## config.mk

```make
export PLATFORM = sky130hd
export DESIGN_NAME = instr_encoder
export DESIGN_NICKNAME = d
export VERILOG_FILES = /design/src/rtl/instr_encoder.sv
export SDC_FILE = /design/constraint.sdc
export NUM_CORES = 1
export LEC_CHECK = 0
export ABC_AREA = 1
export CAP_MARGIN = 20
export CORE_MARGIN = 4
export CORE_UTILIZATION = 42
export CTS_CLUSTER_SIZE = 14
export DETAILED_ROUTE_END_ITERATION = 7
export MAX_ROUTING_LAYER = met4
export PLACE_DENSITY = 0.9
export RECOVER_POWER = 25
export SYNTH_ARGS = -nofsm -noshare
export SYNTH_HDL_FRONTEND = slang
export SYNTH_SLANG_ARGS = --single-unit
```

## constraint.sdc

```tcl
create_clock -name clk -period 3.7 [get_ports clk]
set_clock_uncertainty 0.15 [all_clocks]
set_input_delay 0.925 -clock clk [delete_from_list [all_inputs] [get_ports clk]]
set_output_delay 0.925 -clock clk [all_outputs]
set_load 0.02 [all_outputs]
```

## src/rtl/instr_encoder.sv

```systemverilog
// instr_encoder
// Streaming RISC-V instruction encoder/loader. Takes instruction fields plus a
// 32-bit signed immediate, packs them into an I-type or S-type word and
// emits each word with a sequential instruction-memory byte address.
//
// Optional feature macro: INSTR_ENCODER_CHECK_EN
//   defined   : immediate/format legality check, HALT state, sticky range_err
//   undefined : no check, immediate truncated, imm_source 1x packs as I-type
//               with a zero immediate field, range_err tied 0
//
// Ports:
//   clk, rst_n            clock, synchronous active-low reset
//   clear                 synchronous restart (counters, error, output reg)
//   in_valid / in_ready   field beat handshake
//   imm_source            00 I-type, 01 S-type, 1x unsupported
//   imm_value             signed immediate
//   opcode, funct3        opcode and funct3 fields
//   rd, rs1, rs2          register fields
//   out_valid / out_ready encoded word handshake
//   out_instr, out_addr   encoded word and its byte write address
//   word_count            words accepted since reset/clear
//   full                  word_count == MAX_WORDS
//   range_err             sticky: a beat was rejected
module instr_encoder #(
    parameter logic [31:0] BASE_ADDR = 32'h0000_0000,
    parameter int unsigned MAX_WORDS = 256
) (
    input  logic                         clk,
    input  logic                         rst_n,
    input  logic                         clear,
    input  logic                         in_valid,
    output logic                         in_ready,
    input  logic [1:0]                   imm_source,
    input  logic [31:0]                  imm_value,
    input  logic [6:0]                   opcode,
    input  logic [2:0]                   funct3,
    input  logic [4:0]                   rd,
    input  logic [4:0]                   rs1,
    input  logic [4:0]                   rs2,
    output logic                         out_valid,
    input  logic                         out_ready,
    output logic [31:0]                  out_instr,
    output logic [31:0]                  out_addr,
    output logic [$clog2(MAX_WORDS):0]   word_count,
    output logic                         full,
    output logic                         range_err
);

    localparam int unsigned CW = $clog2(MAX_WORDS) + 1;
    localparam logic [CW-1:0] MAX_CNT = CW'(MAX_WORDS);

    typedef enum logic {
        RUN  = 1'b0,
        HALT = 1'b1
    } state_t;

    state_t      state;
    logic        accept;
    logic        legal;
    logic [31:0] packed_word;
    logic [31:0] next_addr;

    assign full     = (word_count == MAX_CNT);
    assign in_ready = rst_n && (state == RUN) && !full && (!out_valid || out_ready);
    assign accept   = in_valid && in_ready;

    // Address of the word being accepted uses the pre-increment count.
    assign next_addr = BASE_ADDR + (32'(word_count) << 2);

`ifdef INSTR_ENCODER_CHECK_EN
    // Legal only when the 12-bit field sign-extends back to imm_value.
    assign legal = !imm_source[1] && ((&imm_value[31:11]) || !(|imm_value[31:11]));
`else
    assign legal = 1'b1;
    logic unused_imm_hi;
    assign unused_imm_hi = ^imm_value[31:12];
`endif

    always_comb begin
        packed_word = '0;
        if (imm_source == 2'b01) begin
            packed_word = {imm_value[11:5], rs2, rs1, funct3, imm_value[4:0], opcode};
        end else if (imm_source == 2'b00) begin
            packed_word = {imm_value[11:0], rs1, funct3, rd, opcode};
        end else begin
            packed_word = {12'h000, rs1, funct3, rd, opcode};
        end
    end

    always_ff @(posedge clk) begin
        if (!rst_n || clear) begin
            state      <= RUN;
            out_valid  <= 1'b0;
            out_instr  <= '0;
            out_addr   <= BASE_ADDR;
            word_count <= '0;
`ifdef INSTR_ENCODER_CHECK_EN
            range_err  <= 1'b0;
`endif
        end else begin
            // Drain first; a same-edge accept below overrides and keeps valid high.
            if (out_valid && out_ready) begin
                out_valid <= 1'b0;
            end
            if (accept) begin
                if (legal) begin
                    out_valid  <= 1'b1;
                    out_instr  <= packed_word;
                    out_addr   <= next_addr;
                    word_count <= word_count + 1'b1;
                end else begin
`ifdef INSTR_ENCODER_CHECK_EN
                    state     <= HALT;
                    range_err <= 1'b1;
`endif
                end
            end
        end
    end

`ifndef INSTR_ENCODER_CHECK_EN
    assign range_err = 1'b0;
`endif

endmodule

```

==> summary by stage <==
Logic synthesis
Among all flip-flop cells after synthesis, the most frequent one is dfxtp_1. Summed over its instances, the top area cell type makes up between 30% and 40% of the synthesized netlist area. The commonest cells after synthesis are nand2_1, dfxtp_1, inv_1. Dividing the synthesized area by the synthesized cell count gives 7.48 um2. The dominant cell type by area after synthesis is dfxtp_1. The xor-xnor portion of the synthesized cell area is 1.35%. The mapped netlist covers roughly 2600 um2.

The number of unique standard cell types used by synthesis is 26. The part of the Yosys area used for sequential elements is 39.3%. In this run, synthesis produced a sequential element count of between 50 and 60. Counting flops with an async set or reset pin after synthesis yields a share of 0%. The complex-gate fraction of the synthesized area is between 10% and 20%. Yosys instantiated no cell more often than nand2_1. The area fraction in and, or, nand and nor cells after synthesis is roughly 28%. The mux contribution to synthesized area is 0%. Yosys mapped a number of flops with a built-in enable equal to 0. The count of synthesis-stage warnings from yosys is 0. The synthesized instance count is roughly 350. By area, the combinational part of the netlist is dominated by simple AND/OR/NAND/NOR gates. The arithmetic-cell share of the synthesized area counting full adders, half adders and majority gates is less than 1%.

In the post-synthesis netlist, the biggest area contributors are dfxtp_1, nand2_1, a21oi_2, buf_4, inv_1.

Worst setup path
The largest driver fanout on the critical path is 4. The element type at the critical path end is an output pin. The critical path data required time is between 2000 and 3000 ps. The combined buffer and inverter count along the critical path is 4. The biggest cell delay along the critical path is approximately 600 ps. In this run the critical register-to-register path is captured at word_count[5]$_SDFFE_PP0P_. The slowest stage cell on the critical path is clkdlybuf4s50_1.

The arrival time at the worst endpoint is 2400 ps. The worst register-to-register path has a setup slack of 1540 ps. Walking the worst path, the cells encountered are clkdlybuf4s50_1 > inv_1 > a21oi_4 > nand2_4 > inv_1 > clkdlybuf4s50_1. The worst setup path is launched from a primary input. Following the worst setup path forward leads to its endpoint at in_ready.

The depth of the critical timing path with buffers and inverters included is 6. On the critical path the largest part of the delay comes from buffers and inverters. The class of the most critical setup path is primary input to output pin. Counting cells, the worst reg-to-reg path comes to 9. The startpoint of the worst-slack reg-to-reg timing path is word_count[0]$_SDFFE_PP0P_. The first element of the critical path is out_ready.

Placement
OpenSTA, run right after detailed placement, puts the worst setup slack at about 220 ps. The placed instances occupy a cell area of about 3500 um2. The congestion estimate from routability-driven global placement came to about 0.74. The total of buffers placed on input and output ports is between 90 and 100. The post-DP HPWL is 4.72 mm.

Timing
Setup repair after global routing left no endpoint under its margin. The final number of max-transition violations is 0. For the pin with the worst max-slew slack, the measured transition is between 700 and 800 ps. Derived from the worst setup path, the maximum achievable clock frequency is around 290 MHz. The number of hold violations in the final report is 0. The post-layout minimum cycle time is between 3000 and 4000 ps.

The post-route fraction of the period consumed by the critical path is between 90 and 100%. The number of failing setup endpoints in the final timing report is 0. For the final routed database, the setup TNS stands at 0 ps.

Across all setup checks in the final design, the least slack found is between 200 and 250 ps. In this run the tightest slew margin relative to its limit is 51.8%.

Layout
The area growth from synthesis to layout is 37.5%. The total of fill cells in the finished design is about 540. The number of nets at the end of the flow is between 500 and 600. The repair_antennas step left the layout with diodes totalling 0. At the end of the flow the core is filled with cells to 59.9%. The sequential cell area is roughly 1000 um2. The design area is approximately 3600 um2.

Of the cells placed in the final design, the portion with a size suffix greater than 1 is a little over an eighth. Summing all multi-input logic gate instances after layout gives approximately 1200 um2.

CTS
The CTS buffer count is 5. The clock tree root driver cell is clkbuf_8. Buffers added to address setup during post-CTS repair amount to 0. The total of hold buffers inserted after clock tree synthesis is 0.

TritonCTS built the clock tree. CTS saw 51 sinks. The clock tree synthesis step divided the H-tree into 2 levels.

The clock passes through at most 2 buffers. The later pin in the worst-skew pair is clocked with a latency of 290 ps. The clock slew at the register clock pins of the worst setup and hold paths is approximately 80 ps.

The post-cts sizing count is 0.

Pwr
The highest ir drop seen on vdd is between 150 and 200 uV. Cell internal power was estimated by the tool at about 0.80 mW. The power dissipated by switching net loads is approximately 0.28 mW. Per report_power, the combinational group accounts for between 15 and 20% of the total. Summed over all cells, the static leakage comes to between 1 and 1.5 nW. The power density over the cells is around 300 nW/um2. Of the total power, the clock network draws between 30% and 40%. The total power of the final layout is ~1.1 mW.

Sequential cells account for 52.0% of the total power. Net switching is 25.6% of the power.

Die
In this run the horizontal extent of the chip is ~87 um. The starting density of the core is around 44%. The floorplan row count is 28. In this run the count of I/O pins placed on the die edge is approximately 140. The core area is a little under 6000 um2. The die area is between 7000 and 8000 um2. The die is 86.6 um tall.

Min path
The path class of the tightest hold or removal check is flop to flop.

Detailed routing
The per-cell routed wire length is about 12 um. The pre-antenna-repair detailed-routing pass consisted of 4 iterations. The total DRC errors in the routed layout is 0. The vias per cell is between 4 and 5. The final route contains between 2,000 and 2,500 vias.

The overall routed net length is ~6.3 mm. The first routing iteration left 70 violations. The detail route stage leaves a number of antenna-violating nets equal to 0.

GRT
The via count of the first global-routing pass was about 2,300. The number of antenna violations at the first check in global routing was 0. After global routing the overflow that remains totals 0. The overall track demand over capacity in global routing is between 15 and 20%. The first-pass GRT wire length is approximately 10 mm.

The maximum number of pins on one net before global-route repair is between 40 and 50.

Run
The max-capacitance violation count is 0.

Status
The flow ran to the end, and the final reports show no timing, DRC or antenna violations.
power groups by stage:
stage | registers [mW] | logic [mW] | clock network [mW]
floorplan | 0.586 | 0.116 | 0
global placement | 0.575 | 0.179 | 0
detailed placement | 0.575 | 0.182 | 0
CTS | 0.562 | 0.182 | 0.357
global route | 0.564 | 0.196 | 0.383
finish | 0.562 | 0.180 | 0.339
routing by layer:
layer  wire, um  up-vias  GRT usage, %
met3        601        2          5.61
met1       2450     1052          18.9
met5          0        -             -
li1           -     1204             -
met2       3190       88          31.1
met4         21        0          3.82
sequential cells by signal (all words and copies together), names as in the netlist:
name and flops:
out_valid 1, word_count 9, out_instr 32, out_addr 9
cell families (layout without fill, tap and decap cells):
kind of cell	Yosys count	after routing
other	1	24
adder cells (fa/ha/maj)	2	2
flip-flops	51	51
XOR/XNOR	4	4
AO/OA/AOI/OAI	56	56
buffers and inverters	71	138
AND/OR/NAND/NOR	162	162
stage by stage:
step / hold slack (ps) / instances
6_report: 317 / 512
5_1_grt: 339 / 512
4_1_cts: 318 / 512
3_5_place_dp: 305 / 504
3_3_place_gp: 301 / 504
2_1_floorplan: 387 / 370
placed cells by master, fill, tap and decap left out, drive strengths merged:
cell / n
ha: 2
or2: 1
o21ai: 12
conb: 24
inv: 31
xor2: 4
nand4: 3
clkdlybuf4s50: 70
buf: 3
nand3b: 1
a21oi: 44
nand2: 132
nand3: 9
nor2: 16
clkbuf: 8
dlygate4sd3: 26
dfxtp: 51
worst min path at each step:
stage	startpoint	end	slack [ps]	cells after the start
floorplan	out_addr[2]$_SDFFE_PP0P_	out_addr[2]$_SDFFE_PP0P_	390	2
global placement	out_instr[11]$_SDFFE_PP0P_	out_instr[11]$_SDFFE_PP0P_	300	2
detailed placement	out_instr[13]$_SDFFE_PP0P_	out_instr[13]$_SDFFE_PP0P_	300	2
CTS	out_instr[13]$_SDFFE_PP0P_	out_instr[13]$_SDFFE_PP0P_	320	2
global route	out_instr[9]$_SDFFE_PP0P_	out_instr[9]$_SDFFE_PP0P_	340	2
finish	out_instr[18]$_SDFFE_PP0P_	out_instr[18]$_SDFFE_PP0P_	320	2
cell type report:
cell class	instances	share of cell area (%)
timing repair buffer	99	27.9
sequential	51	28.6
clock buffer	8	2.80
multi-input combinational	248	34.8
tap	75	2.63
inverter	31	3.26
worst register-to-register path, stage by stage (launching register included):
cell	delay [ps]
dfxtp_1	420
inv_1	90
ha_1	200
nand2_1	60
nor2_1	60
nand2_4	90
nand3_2	400
buf_12	360
o21ai_0	170
nor2_1	60
Power figures use the tool's default switching activity.
